--- src/rtl/uart_pkg.sv ---
`default_nettype none
// ============================================================================
//  Module      : uart_pkg
//  Description : Shared UART definitions: receiver state encoding, default
//                link timing shared with the transmitter, frame bit levels and
//                a 2-of-3 majority helper.
//  Revision    : 1.0 - initial release
// ============================================================================
package uart_pkg;

    localparam int DEF_CLKS_PER_BIT = 8;
    localparam int DEF_DATA_BITS    = 8;

    localparam logic START_BIT = 1'b0;
    localparam logic STOP_BIT  = 1'b1;

    typedef enum logic [2:0] {
        ST_IDLE  = 3'd0,
        ST_START = 3'd1,
        ST_DATA  = 3'd2,
        ST_STOP  = 3'd3,
        ST_BREAK = 3'd4
    } state_t;

    // 2-of-3 vote used when several samples of one bit are taken.
    function automatic logic majority3(input logic a, input logic b, input logic c);
        return (a & b) | (a & c) | (b & c);
    endfunction

endpackage
`default_nettype wire

--- src/rtl/uart_rx_sync.sv ---
`default_nettype none
// ============================================================================
//  Module      : uart_rx_sync
//  Description : Two-flop synchronizer for an asynchronous single-bit input.
//                Both flops load RESET_VAL on reset so an idle-high line does
//                not produce a spurious edge when reset is released.
//  Revision    : 1.0 - initial release
// ============================================================================
module uart_rx_sync #(
    parameter logic RESET_VAL = 1'b1
) (
    input  logic clk,
    input  logic rst,
    input  logic d_i,
    output logic q_o
);

    logic meta_q;
    logic sync_q;

    // Two back-to-back capture stages to let metastability resolve.
    always_ff @(posedge clk) begin
        if (rst) begin
            meta_q <= RESET_VAL;
            sync_q <= RESET_VAL;
        end else begin
            meta_q <= d_i;
            sync_q <= meta_q;
        end
    end

    assign q_o = sync_q;

endmodule
`default_nettype wire

--- src/rtl/uart_receiver.sv ---
`default_nettype none
// ============================================================================
//  Module      : uart_receiver
//  Description : UART receiver, 1 start / DATA_BITS data (LSB first) / 1 stop.
//                Emits a one-cycle rx_valid with the received byte, or a
//                one-cycle frame_err when the stop bit reads low, after which
//                it waits for the line to return high before re-arming.
//  Config      : define UART_RX_MAJORITY_EN to decide each data/stop bit by a
//                2-of-3 vote over the last three clocks of the bit period.
//  Revision    : 1.0 - initial release
// ============================================================================
module uart_receiver
    import uart_pkg::*;
#(
    parameter int CLKS_PER_BIT = DEF_CLKS_PER_BIT,
    parameter int DATA_BITS    = DEF_DATA_BITS
) (
    input  logic                 clk,
    input  logic                 rst,
    input  logic                 rx,
    output logic [DATA_BITS-1:0] rx_data,
    output logic                 rx_valid,
    output logic                 frame_err,
    output logic                 rx_busy
);

    localparam int CW = $clog2(CLKS_PER_BIT);
    localparam int BW = (DATA_BITS > 1) ? $clog2(DATA_BITS) : 1;

    localparam logic [CW-1:0] c_mid      = CW'(CLKS_PER_BIT / 2 - 1);
    localparam logic [CW-1:0] c_last     = CW'(CLKS_PER_BIT - 1);
    localparam logic [BW-1:0] c_bit_last = BW'(DATA_BITS - 1);

    logic                 rx_s;
    state_t               state_q, state_d;
    logic [CW-1:0]        clk_count_q, clk_count_d;
    logic [BW-1:0]        bit_count_q, bit_count_d;
    logic [DATA_BITS-1:0] shift_q, shift_d;
    logic [DATA_BITS-1:0] rx_data_q, rx_data_d;
    logic                 valid_q, valid_d;
    logic                 ferr_q, ferr_d;
    logic                 bit_tick;
    logic                 bit_val;

    uart_rx_sync #(
        .RESET_VAL (1'b1)
    ) u_sync (
        .clk (clk),
        .rst (rst),
        .d_i (rx),
        .q_o (rx_s)
    );

    // End of a data or stop bit period: the point where the bit is decided.
    assign bit_tick = (clk_count_q == c_last);

`ifdef UART_RX_MAJORITY_EN
    localparam logic [CW-1:0] c_samp0 = CW'(CLKS_PER_BIT - 3);
    localparam logic [CW-1:0] c_samp1 = CW'(CLKS_PER_BIT - 2);

    logic [1:0] samp_q;

    // Capture the two early votes of each data/stop bit.
    always_ff @(posedge clk) begin
        if (rst) begin
            samp_q <= 2'b11;
        end else if (state_q == ST_DATA || state_q == ST_STOP) begin
            if (clk_count_q == c_samp0) samp_q[0] <= rx_s;
            if (clk_count_q == c_samp1) samp_q[1] <= rx_s;
        end
    end

    assign bit_val = majority3(samp_q[0], samp_q[1], rx_s);
`else
    assign bit_val = rx_s;
`endif

    // State register.
    always_ff @(posedge clk) begin
        if (rst) state_q <= ST_IDLE;
        else     state_q <= state_d;
    end

    // Next-state decision.
    always_comb begin
        state_d = state_q;
        case (state_q)
            ST_IDLE:  if (rx_s == START_BIT) state_d = ST_START;
            ST_START: if (clk_count_q == c_mid)
                          state_d = (rx_s == START_BIT) ? ST_DATA : ST_IDLE;
            ST_DATA:  if (bit_tick && bit_count_q == c_bit_last) state_d = ST_STOP;
            ST_STOP:  if (bit_tick)
                          state_d = (bit_val == STOP_BIT) ? ST_IDLE : ST_BREAK;
            ST_BREAK: if (rx_s == STOP_BIT) state_d = ST_IDLE;
            default:  state_d = ST_IDLE;
        endcase
    end

    // Counters, shift register and result/pulse next values.
    always_comb begin
        clk_count_d = clk_count_q + CW'(1);
        bit_count_d = bit_count_q;
        shift_d     = shift_q;
        rx_data_d   = rx_data_q;
        valid_d     = 1'b0;
        ferr_d      = 1'b0;
        case (state_q)
            ST_START: begin
                if (clk_count_q == c_mid) begin
                    clk_count_d = '0;
                    bit_count_d = '0;
                end
            end
            ST_DATA: begin
                if (bit_tick) begin
                    clk_count_d = '0;
                    shift_d     = {bit_val, shift_q[DATA_BITS-1:1]};
                    bit_count_d = (bit_count_q == c_bit_last) ? '0 : bit_count_q + BW'(1);
                end
            end
            ST_STOP: begin
                if (bit_tick) begin
                    clk_count_d = '0;
                    if (bit_val == STOP_BIT) begin
                        rx_data_d = shift_q;
                        valid_d   = 1'b1;
                    end else begin
                        ferr_d    = 1'b1;
                    end
                end
            end
            default: begin
                clk_count_d = '0;
                bit_count_d = '0;
            end
        endcase
    end

    // Datapath registers.
    always_ff @(posedge clk) begin
        if (rst) begin
            clk_count_q <= '0;
            bit_count_q <= '0;
            shift_q     <= '0;
            rx_data_q   <= '0;
            valid_q     <= 1'b0;
            ferr_q      <= 1'b0;
        end else begin
            clk_count_q <= clk_count_d;
            bit_count_q <= bit_count_d;
            shift_q     <= shift_d;
            rx_data_q   <= rx_data_d;
            valid_q     <= valid_d;
            ferr_q      <= ferr_d;
        end
    end

    // Outputs.
    always_comb begin
        rx_busy   = (state_q != ST_IDLE);
        rx_data   = rx_data_q;
        rx_valid  = valid_q;
        frame_err = ferr_q;
    end

endmodule
`default_nettype wire

--- config.mk ---
export PLATFORM = sky130hd
export DESIGN_NAME = uart_receiver
export DESIGN_NICKNAME = d
export VERILOG_FILES = /design/src/rtl/uart_pkg.sv /design/src/rtl/uart_rx_sync.sv /design/src/rtl/uart_receiver.sv
export SDC_FILE = /design/constraint.sdc
export NUM_CORES = 1
export LEC_CHECK = 0
export ABC_AREA = 1
export BUFFER_PORTS_ARGS = -buffer_cell sky130_fd_sc_hd__buf_2
export CAP_MARGIN = 20
export CORE_UTILIZATION = 56
export CTS_CLUSTER_SIZE = 14
export DETAILED_ROUTE_END_ITERATION = 10
export PLACE_DENSITY_LB_ADDON = 0.05
export SETUP_SLACK_MARGIN = 0.5
export SLEW_MARGIN = 20
export SYNTH_ARGS = -nofsm -noshare
export SYNTH_HDL_FRONTEND = slang
export SYNTH_SLANG_ARGS = --single-unit
--- constraint.sdc ---
create_clock -name clk -period 1.74 [get_ports clk]
set_input_delay 0.087 -clock clk [delete_from_list [all_inputs] [get_ports clk]]
set_output_delay 0.087 -clock clk [all_outputs]
set_load 0.02 [all_outputs]
# [After elaboration in Yosys (flattened, before gate mapping)]
# Cells that the tools add are included.
[word_totals] ff_bits=29 wordCells=52 in_bits=3 out_inout_bits=11
[op_classes] mux=17 bitwise_logic=2 n_reduce_logical=9 n_eq_ne=13 add_sub_neg=2
[op_table] op="$mux W3" count=11
[op_table] op="$pmux W3 S5" count=1
[op_table] op="$ne A2 B2 Y1 const B" count=5
[op_table] op="$eq A3 B2 Y1 const B" count=3
[op_table] op="$eq A3 B3 Y1 const B" count=3
[op_table] op="$pmux W3 S3" count=1
[op_table] op="$add A3 B1 Y3 const B" count=2
[op_table] op="$pmux W3 S2" count=1
[op_table] op="$reduce_and A3 Y1" count=2
[op_table] op="$reduce_and A5 Y1" count=1
[op_table] op="$eq A3 B1 Y1 const B" count=1
[op_table] op="$logic_not A3 Y1" count=1
[op_table] op="$reduce_bool A3 Y1" count=1
[op_table] op="$reduce_or A3 Y1" count=1
[op_table] op="$mux W1" count=2
[op_table] op="$mux W2" count=1
[op_table] op="$ne A2 B1 Y1 const B" count=1
[op_table] op="$not A1 Y1" count=2
[op_table] op="$reduce_and A2 Y1" count=1
[op_table] op="$reduce_or A2 Y1" count=1
[op_table] op="$logic_and A1 B1 Y1" count=1

# [Longest topological paths before layout]
# Gate-level depths: netlist of run 1.
[depth] word_depth=4 depth_mapped=9 mapped_depth_nobuf=9

# [Hierarchy]
# Synthesis of run 1 repeated with hierarchy kept, for this count alone.
[unflattened] cells_unflattened=165 hier_area_um2=1283.7
[by_module_without_submodules] module="uart_receiver" cells_per_inst=158 seq_area_each_um2=540.5 instances=1 area_each_um2=1224.9
[by_module_without_submodules] module="uart_rx_sync" cells_per_inst=7 seq_area_each_um2=40.0 instances=1 area_each_um2=58.8

# [Worst setup path after synthesis of run 1]
# OpenSTA, ideal clock, no wires.
[synth_timing] path_type="register to register" from="register clk_count_q[0]" to="register bit_count_q[0]" arrival_ps=1182 required_time_ps=1624 setup_slack_ps=443 synth_period_minus_slack_ps=1297 stages_incl_launch_ff=9 n_path_buf=0 setup_time_ps=116 path_cell_list="dfxtp_1 -> ha_1 -> ha_1 -> inv_1 -> nand3_1 -> nand3b_1 -> inv_2 -> nor2_1 -> nor2_1"
[synth_between] elab_chain_cells=3 word_cells_on_any_way=5 classes_between="eq/ne (4); reduce/logical (1)"
[synth_lines] element="from (decl)" line_no="uart_receiver.sv:36" rtl="logic [CW-1:0] clk_count_q, clk_count_d;"
[synth_lines] element="from (signal assigned)" line_no="uart_receiver.sv:149" rtl="clk_count_q <= clk_count_d;"
[synth_lines] element="$eq A3 B3 Y1 or $eq A3 B2 Y1 (tied branches)" line_no="uart_receiver.sv:55, uart_receiver.sv:109"
[synth_lines] element="$ne A2 B2 Y1 (no line)"
[synth_lines] element="$reduce_and A3 Y1 (no line) *"
[synth_lines] element="to (signal assigned)" line_no="uart_receiver.sv:150" rtl="bit_count_q <= bit_count_d;"
[synth_lines] element="to (decl)" line_no="uart_receiver.sv:37" rtl="logic [BW-1:0] bit_count_q, bit_count_d;"
# Mark *: on every way between the ends. The rest lies on a longest branch, timed or not.
# A chain may end at the register's enable or synchronous reset.

# [Final worst setup path of run 1]
# Same ends and word-level chain as after synthesis.

==> results of run 1 <==
-- registers in the layout (all words and copies together), names as in the netlist --
name and count:
u_sync.meta_q 1, clk_count_q 3, shift_q 8, frame_err 1
rx_valid 1, state_q 3, rx_data 8, bit_count_q 3
u_sync.q_o 1
-- synth_stat cells --
cell / instances
clkinv_2: 1
ha_1: 7
nand3_1: 8
nor2_1: 45
inv_2: 3
nand3_2: 1
nor3_1: 4
o21bai_1: 2
a21oi_1: 5
nor2_4: 1
clkbuf_1: 3
dfxtp_1: 29
nand3b_1: 1
o21ai_0: 18
nand2_4: 1
nor2_8: 1
or2_2: 2
nand2_1: 20
nor2_2: 1
inv_1: 11
-- logic make-up (layout without fill, tap and decap cells) --
logic type,count (synthesis),after routing,share of synthesized area
simple gates,85,86,0.306
flops,29,29,0.464
compound gates,25,25,0.104
buf+inv,18,42,0.0551
fa+ha+maj,7,7,0.0701
-- worst max-delay path by stage --
stage                              start             end  slack (ps)  depth (start not counted)
after floorplan           clk_count_q[0]  bit_count_q[1]         500                          9
after global placement    clk_count_q[0]  bit_count_q[0]         420                          7
after detailed placement  clk_count_q[0]  bit_count_q[2]         350                          9
after CTS                 clk_count_q[0]  bit_count_q[2]         440                          9
after global routing      clk_count_q[0]  bit_count_q[2]         310                          9
final                     clk_count_q[0]  bit_count_q[0]         400                          8
-- power groups by stage --
stage                     combinational, uW  sequential, uW  clock, uW
final                                   448             762        376
after global placement                  350             761          0
after CTS                               397             756        392
after detailed placement                358             763          0
after floorplan                         298             753          0
after global routing                    506             770        426
-- area by class of cell --
class	count	area, um^2	share of cell area
clock buffer	6	41.3	0.0263
sequential	29	592	0.377
timing repair buffer	19	116	0.0742
tap	27	33.8	0.0215
clock inverter	2	10.0	0.00638
multi-input combinational	118	709	0.452
inverter	15	66.3	0.0423
-- per-layer routing --
| metal | routed length (um) | vias to the layer above | GRT usage |
|---|---|---|---|
| li1 | - | 574 | - |
| met1 | 1240 | 491 | 0.314 |
| met3 | 92 | 5 | 0.0997 |
| met5 | 0 | - | 0 |
| met4 | 37 | 0 | 0.103 |
| met2 | 1160 | 23 | 0.397 |
-- metrics by stage --
stage	hold WS [ps]	util	total power, uW	setup slack (ps)	instances
final	34.7	0.776	1590	398	216
after global routing	31.5	0.776	1700	308	216
after CTS	19.1	0.741	1550	443	214
after detailed placement	278	0.666	1120	351	201
after global placement	274	0.666	1110	419	201
after floorplan	191	-	1050	503	164
-- timing repair --
| item | 4_1_cts | 5_1_grt |
|---|---|---|
| hold endpoints to repair | 1 | 0 |
| pin swaps | 5 | 11 |
| gates cloned | 1 | 0 |
| buffers inserted | 3 | 2 |
| setup endpoints to repair | 22 | 24 |
| hold buffers | 1 | 0 |
| resized for setup | 17 | 17 |
==> flow_summary_export.csv, run 1 <==
group,metric,value,unit
power_and_ir_drop,leak_pwr,0.000733,uW
yosys,syn_area_per_cell,7.62,um^2
layout,insertedDiodeCount,0,
critical_path,timing.critical_path.cells,"ha_4 -> ha_4 -> inv_2 -> nand3_2 -> nand3b_1 -> inv_2 -> nor2_1 -> nor2_1",
global_route,grt_start_max_net_pins,22,
sta,highest_attainable_clock_frequency,745,MHz
critical_path,worst-setup-path-type,"reg -> reg",
detailed_routing,total_via_count_after_detailed_routing,1093,
critical_path,crit_buf_inv,2,
run,maxCapViolCount,0,
global_route,grt_antenna_before_repair,0,
critical_path,crit_path_max_incr_delay,340,ps
critical_path,critical_path.max_fanout,5,
global_route,grt_first_pass_wirelength,4640,um
clocking,insertion_delay,330,ps
placement,buffer_ports.inserted,13,
critical_path,crit_required,1960,ps
sta,fin_tns_setup,0,ps
placement,gp_congestion,0.831,
min_path,hold_depth,2,
floorplan,die_area,2430,um^2
detailed_routing,routed_wl,2530,um
critical_path,cpMaxStageDelayCell,"dfxtp_2",
critical_path,rrSetupSlack,400,ps
min_path,timing.hold.worst_endpoint,"clk_count_q[2]",
detailed_routing,route.detailed.drc,0,
yosys,synthesis.instances,164,
clocking,clock-sinks,29,
min_path,hp-class,"in -> reg",
clocking,cts_buffer_depth,2,
yosys,postSynthRegisterBits,29,
power_and_ir_drop,power.density_cell_area,1010,nW/um^2
layout,drive_above_1_share,0.323,
sta,report.final.slew_viol_count,0,
clocking,clkTransAtPathRegs,90,ps
layout,layout.nets,198,
yosys,synth.largest_area_cell,"dfxtp_1",
power_and_ir_drop,swShare,0.343,
critical_path,r2r_start,"clk_count_q[0]",
yosys,syn-num-nets,174,
global_route,vias_in_the_first_global_route,1061,
power_and_ir_drop,seqPwrFrac,0.480,
sta,max_slew.worst_pin.slew,511,ps
yosys,post-synth-top-area-fraction,0.464,
clocking,maximum_level_of_the_cts_h_tree,2,
critical_path,worst-endpoint-arrival,1560,ps
clocking,tritoncts_clock_tree,"done",
critical_path,critical_path.reg2reg.endpoint,"bit_count_q[0]",
yosys,mappedNetlistArea,1250,um^2
layout,layout.cells.most_common,"nor2_1",
sta,max_slew_margin,0.659,
yosys,ys_warn_count,0,
detailed_routing,dr.pass1.iters,4,
floorplan,die_height,49.2,um
floorplan,ioPinCount,14,
sta,report.final.hold_viol_count,0,
global_route,grt_usage,0.256,
layout,num-fill-cells,148,
run_status,run_status,"finished, final reports clean",
critical_path,worstRegToRegCells,8,
sta,grt_setup_unrepaired,"yes",
detailed_routing,drt_iter0_drc,21,
yosys,synthDistinctLibCells,20,
power_and_ir_drop,clockPowerShare,0.237,
layout,final_cell_mix,"39 x nor2_1, 22 x dfxtp_1, 18 x nand2_1, 17 x o21ai_0, 13 x buf_2",
detailed_routing,detail_routed_via_count_per_cell,5.06,
clocking,cts-buffers-inserted,5,
power_and_ir_drop,intPower,1040,uW
placement,hpwlAfterDp,1600,um
sta,post-route-period-util,0.771,
critical_path,critical_path_s_top_delay_family,"simple AND/OR/NAND/NOR gates",
detailed_routing,antenna_violating_nets_post_route,0,
yosys,netlist_top_cells_area,"dfxtp_1 46%, nor2_1 14%, o21ai_0 7.2%",
power_and_ir_drop,combPwrFrac,0.283,
sta,fin_worst_skew,7.48,ps
clocking,clock_tree.root_cell,"clkbuf_4",
layout,synthToLayoutAreaGrowth,25.5,%
detailed_routing,wire_per_inst,11.7,um
floorplan,die_width,49.2,um
global_route,gr-total-overflow,0,
critical_path,startpoint_type,"flop",
power_and_ir_drop,p_sw,544,uW
sta,setup-violations-final,0,
min_path,hold_start,"rst",
yosys,ys_seq_area_frac,0.464,
layout,finalInstanceArea,1570,um^2
critical_path,end_kind,"flop",
power_and_ir_drop,vdd_ir_drop_max,0.758,mV
floorplan,rows,16,
placement,dpl-instance-area,1350,um^2
floorplan,floorplan.initialDensity,0.618,
floorplan,floorplan.core_area,2020,um^2
sta,post-route-min-period,1340,ps
Note: power is estimated with default switching activity, not from simulation.
==> inputs of run 2 (changes only) <==
--- a/config.mk
+++ b/config.mk
@@ -5,7 +5,7 @@
 export SDC_FILE = /design/constraint.sdc
 export NUM_CORES = 1
 export LEC_CHECK = 0
-export ABC_AREA = 1
+export ABC_AREA = 0
 export BUFFER_PORTS_ARGS = -buffer_cell sky130_fd_sc_hd__buf_2
 export CAP_MARGIN = 20
 export CORE_UTILIZATION = 56
==> constraint.sdc (replaced) <==
create_clock -name clk -period 1.34 [get_ports clk]
set_input_delay 0.067 -clock clk [delete_from_list [all_inputs] [get_ports clk]]
set_output_delay 0.067 -clock clk [all_outputs]
set_load 0.02 [all_outputs]
==> run 2 against run 1 <==
The run now ends with setup timing left. Global-route usage grew 1.7 points. Worst setup slack worse by 500 ps. Register-to-register slack lost 500 ps. Clock-buffer cell count grew 1. Cell count is 12% lower. Critical path type unchanged. Critical endpoint unchanged.
==> flow_summary_export.csv, run 2 <==
group,metric,value,unit
run_status,run_status,"finished, violations left",
run_status,failed_checks,"setup timing",
placement,buffer_ports.inserted,13,
global_route,grt_usage,0.273,
yosys,ys_seq_area_frac,0.438,
clocking,cts_buffer_depth,2,
sta,report.final.slew_viol_count,0,
sta,max_slew_margin,0.728,
yosys,syn-num-nets,137,
yosys,ys_warn_count,0,
yosys,post-synth-top-area-fraction,0.438,
sta,fin_worst_skew,20.8,ps
floorplan,die_area,2560,um^2
layout,drive_above_1_share,0.481,
floorplan,die_height,50.6,um
detailed_routing,dr.pass1.iters,4,
yosys,synth_async_sr_flop_share,0,
floorplan,ioPinCount,14,
floorplan,floorplan.initialDensity,0.599,
clocking,clock_tree.root_cell,"clkbuf_4",
detailed_routing,wire_per_inst,16.4,um
sta,post-route-period-util,1.07,
sta,max_slew.worst_pin.slew,407,ps
sta,setup-violations-final,16,
critical_path,end_kind,"flop",
yosys,synth_enable_flop_cells,0,
critical_path,crit_path_max_incr_delay,360,ps
sta,post-route-min-period,1440,ps
floorplan,die_width,50.6,um
placement,gp_congestion,0.826,
clocking,clock-sinks,29,
yosys,yosysMostFrequentCell,"dfxtp_1",
critical_path,startpoint_type,"flop",
critical_path,crit_required,1550,ps
detailed_routing,route.detailed.drc,0,
critical_path,worst-setup-path-type,"reg -> reg",
sta,highest_attainable_clock_frequency,696,MHz
yosys,syn_area_per_cell,10.4,um^2
layout,final_cell_mix,"17 x nand2b_1, 17 x mux2i_1, 16 x buf_6, 14 x dfxtp_2, 14 x buf_4",
detailed_routing,routed_wl,3120,um
critical_path,worst-endpoint-arrival,1650,ps
yosys,synthDistinctLibCells,35,
yosys,mappedNetlistArea,1330,um^2
global_route,grt_start_max_net_pins,21,
power_and_ir_drop,vdd_ir_drop_max,1.07,mV
detailed_routing,drt_iter0_drc,18,
sta,setup_ws,-97.0,ps
clocking,clkTransAtPathRegs,90,ps
floorplan,rows,17,
global_route,grt_first_pass_wirelength,4890,um
yosys,synthesis.instances,127,
global_route,vias_in_the_first_global_route,1031,
run,maxCapViolCount,0,
layout,layout.nets,172,
yosys,ys_dominant_reg_cell,"dfxtp_1",
global_route,grt_antenna_before_repair,0,
min_path,hp-class,"in -> reg",
clocking,maximum_level_of_the_cts_h_tree,2,
floorplan,floorplan.core_area,2210,um^2
power_and_ir_drop,power.density_cell_area,828,nW/um^2
placement,hpwlAfterDp,1740,um
yosys,postSynthRegisterBits,29,
placement,numPlacedInstances,167,
clocking,cts-buffers-inserted,5,
critical_path,timing.critical_path.cells,"ha_4 -> ha_2 -> inv_1 -> a22o_1 -> a32o_1",
sta,fin_tns_setup,-749,ps
layout,post_layout_nonfiller_instances,190,
detailed_routing,antenna_violating_nets_post_route,0,
critical_path,cpMaxStageDelayCell,"dfxtp_2",
layout,synthToLayoutAreaGrowth,37.4,%
detailed_routing,detail_routed_via_count_per_cell,5.50,
yosys,synth.largest_area_cell,"dfxtp_1",
sta,grt_setup_unrepaired,"yes",
detailed_routing,total_via_count_after_detailed_routing,1045,
yosys,post_synth_most_frequent_cells,"29 x dfxtp_1, 18 x nand2b_1, 17 x mux2i_1",
yosys,netlist_top_cells_area,"dfxtp_1 44%, mux2i_1 13%, nand2b_1 8.5%",
clocking,insertion_delay,330,ps
global_route,gr-total-overflow,0,
clocking,tritoncts_clock_tree,"done",
critical_path,critical_path.max_fanout,4,
sta,report.final.hold_viol_count,0,
layout,insertedDiodeCount,0,
power_and_ir_drop,leak_pwr,0.000697,uW
==> run 2: cell types whose count changed in the layout (fill, tap and decap cells not counted), moves of 6 or more <==
cell	delta
nand2b_1	+17
buf_2	-11
mux2i_1	+17
dfxtp_1	-9
dfxtp_2	+8
o21ai_0	-16
nor2_2	-6
buf_6	+15
buf_4	+10
nor2_1	-27
nand2_1	-16
nand3_1	-6
==> run 2: layer usage <==
metal | GRT usage | wire length, um | up-vias
met2 | 0.458 | 1570 | 36
met3 | 0.0939 | 154 | 14
met4 | 0.134 | 141 | 0
li1 | - | - | 511
met1 | 0.306 | 1250 | 484
met5 | 0 | 0 | -
==> run 2: kinds of logic after synthesis <==
group	Yosys count	share of synthesized area
XOR/XNOR	1	0.00661
adder cells (fa/ha/maj)	7	0.0661
flip-flops	29	0.438
buffers and inverters	11	0.0472
AND/OR/NAND/NOR	48	0.219
AO/OA/AOI/OAI	12	0.0774
multiplexers	19	0.145
==> run 2: power by group <==
part | leakage [uW] | internal (uW) | switching [uW]
clock network | 0.0000314 | 247 | 301
logic | 0.000423 | 44.6 | 43.5
registers | 0.000243 | 864 | 6.74
==> run 2: per-stage QoR <==
stage | utilization | hold WS [ps] | total power (uW) | setup slack (ps) | area (um^2)
floorplan | - | 171 | 947 | 47.8 | 1410
global placement | 0.683 | 255 | 962 | -16.5 | 1510
detailed placement | 0.683 | 265 | 964 | -40.0 | 1510
CTS | 0.807 | 159 | 1510 | -52.4 | 1790
global route | 0.823 | 179 | 1570 | -148 | 1820
finish | 0.823 | 175 | 1510 | -97.0 | 1820
==> run 2: what timing repair did <==
action                     in CTS  in global routing
buffers inserted               11                  3
gates cloned                    1                  0
gates resized for setup        44                  3
hold buffers                    1                  0
pin swaps                       4                  8
setup endpoints to repair      38                 38
hold endpoints to repair        1                  0
==> run 2: area by class of cell <==
class / instances / area (um^2)
Multi-Input combinational cell: 88 / 773
Tap cell: 28 / 35.0
Clock buffer: 7 / 55.1
Timing Repair Buffer: 35 / 340
Inverter: 3 / 11.3
Fill cell: 146 / 392
Sequential cell: 29 / 606
==> run 2: final timing paths <==
path                     to  cells past startpoint  slack [ps]           start
max          bit_count_q[0]                      5        -100  clk_count_q[0]
min                rx_valid                      2         180             rst
max reg2reg  bit_count_q[0]                      5        -100  clk_count_q[0]
min reg2reg      u_sync.q_o                      1         430   u_sync.meta_q
==> run 2: worst max-delay path: cells and delay by family (launching register included) <==
| kind | cells | cell delay, ps |
|---|---|---|
| buffers and inverters | 1 | 60 |
| AOI/OAI and AO/OA | 2 | 550 |
| DFF | 1 | 360 |
| adders and majority gates | 2 | 370 |
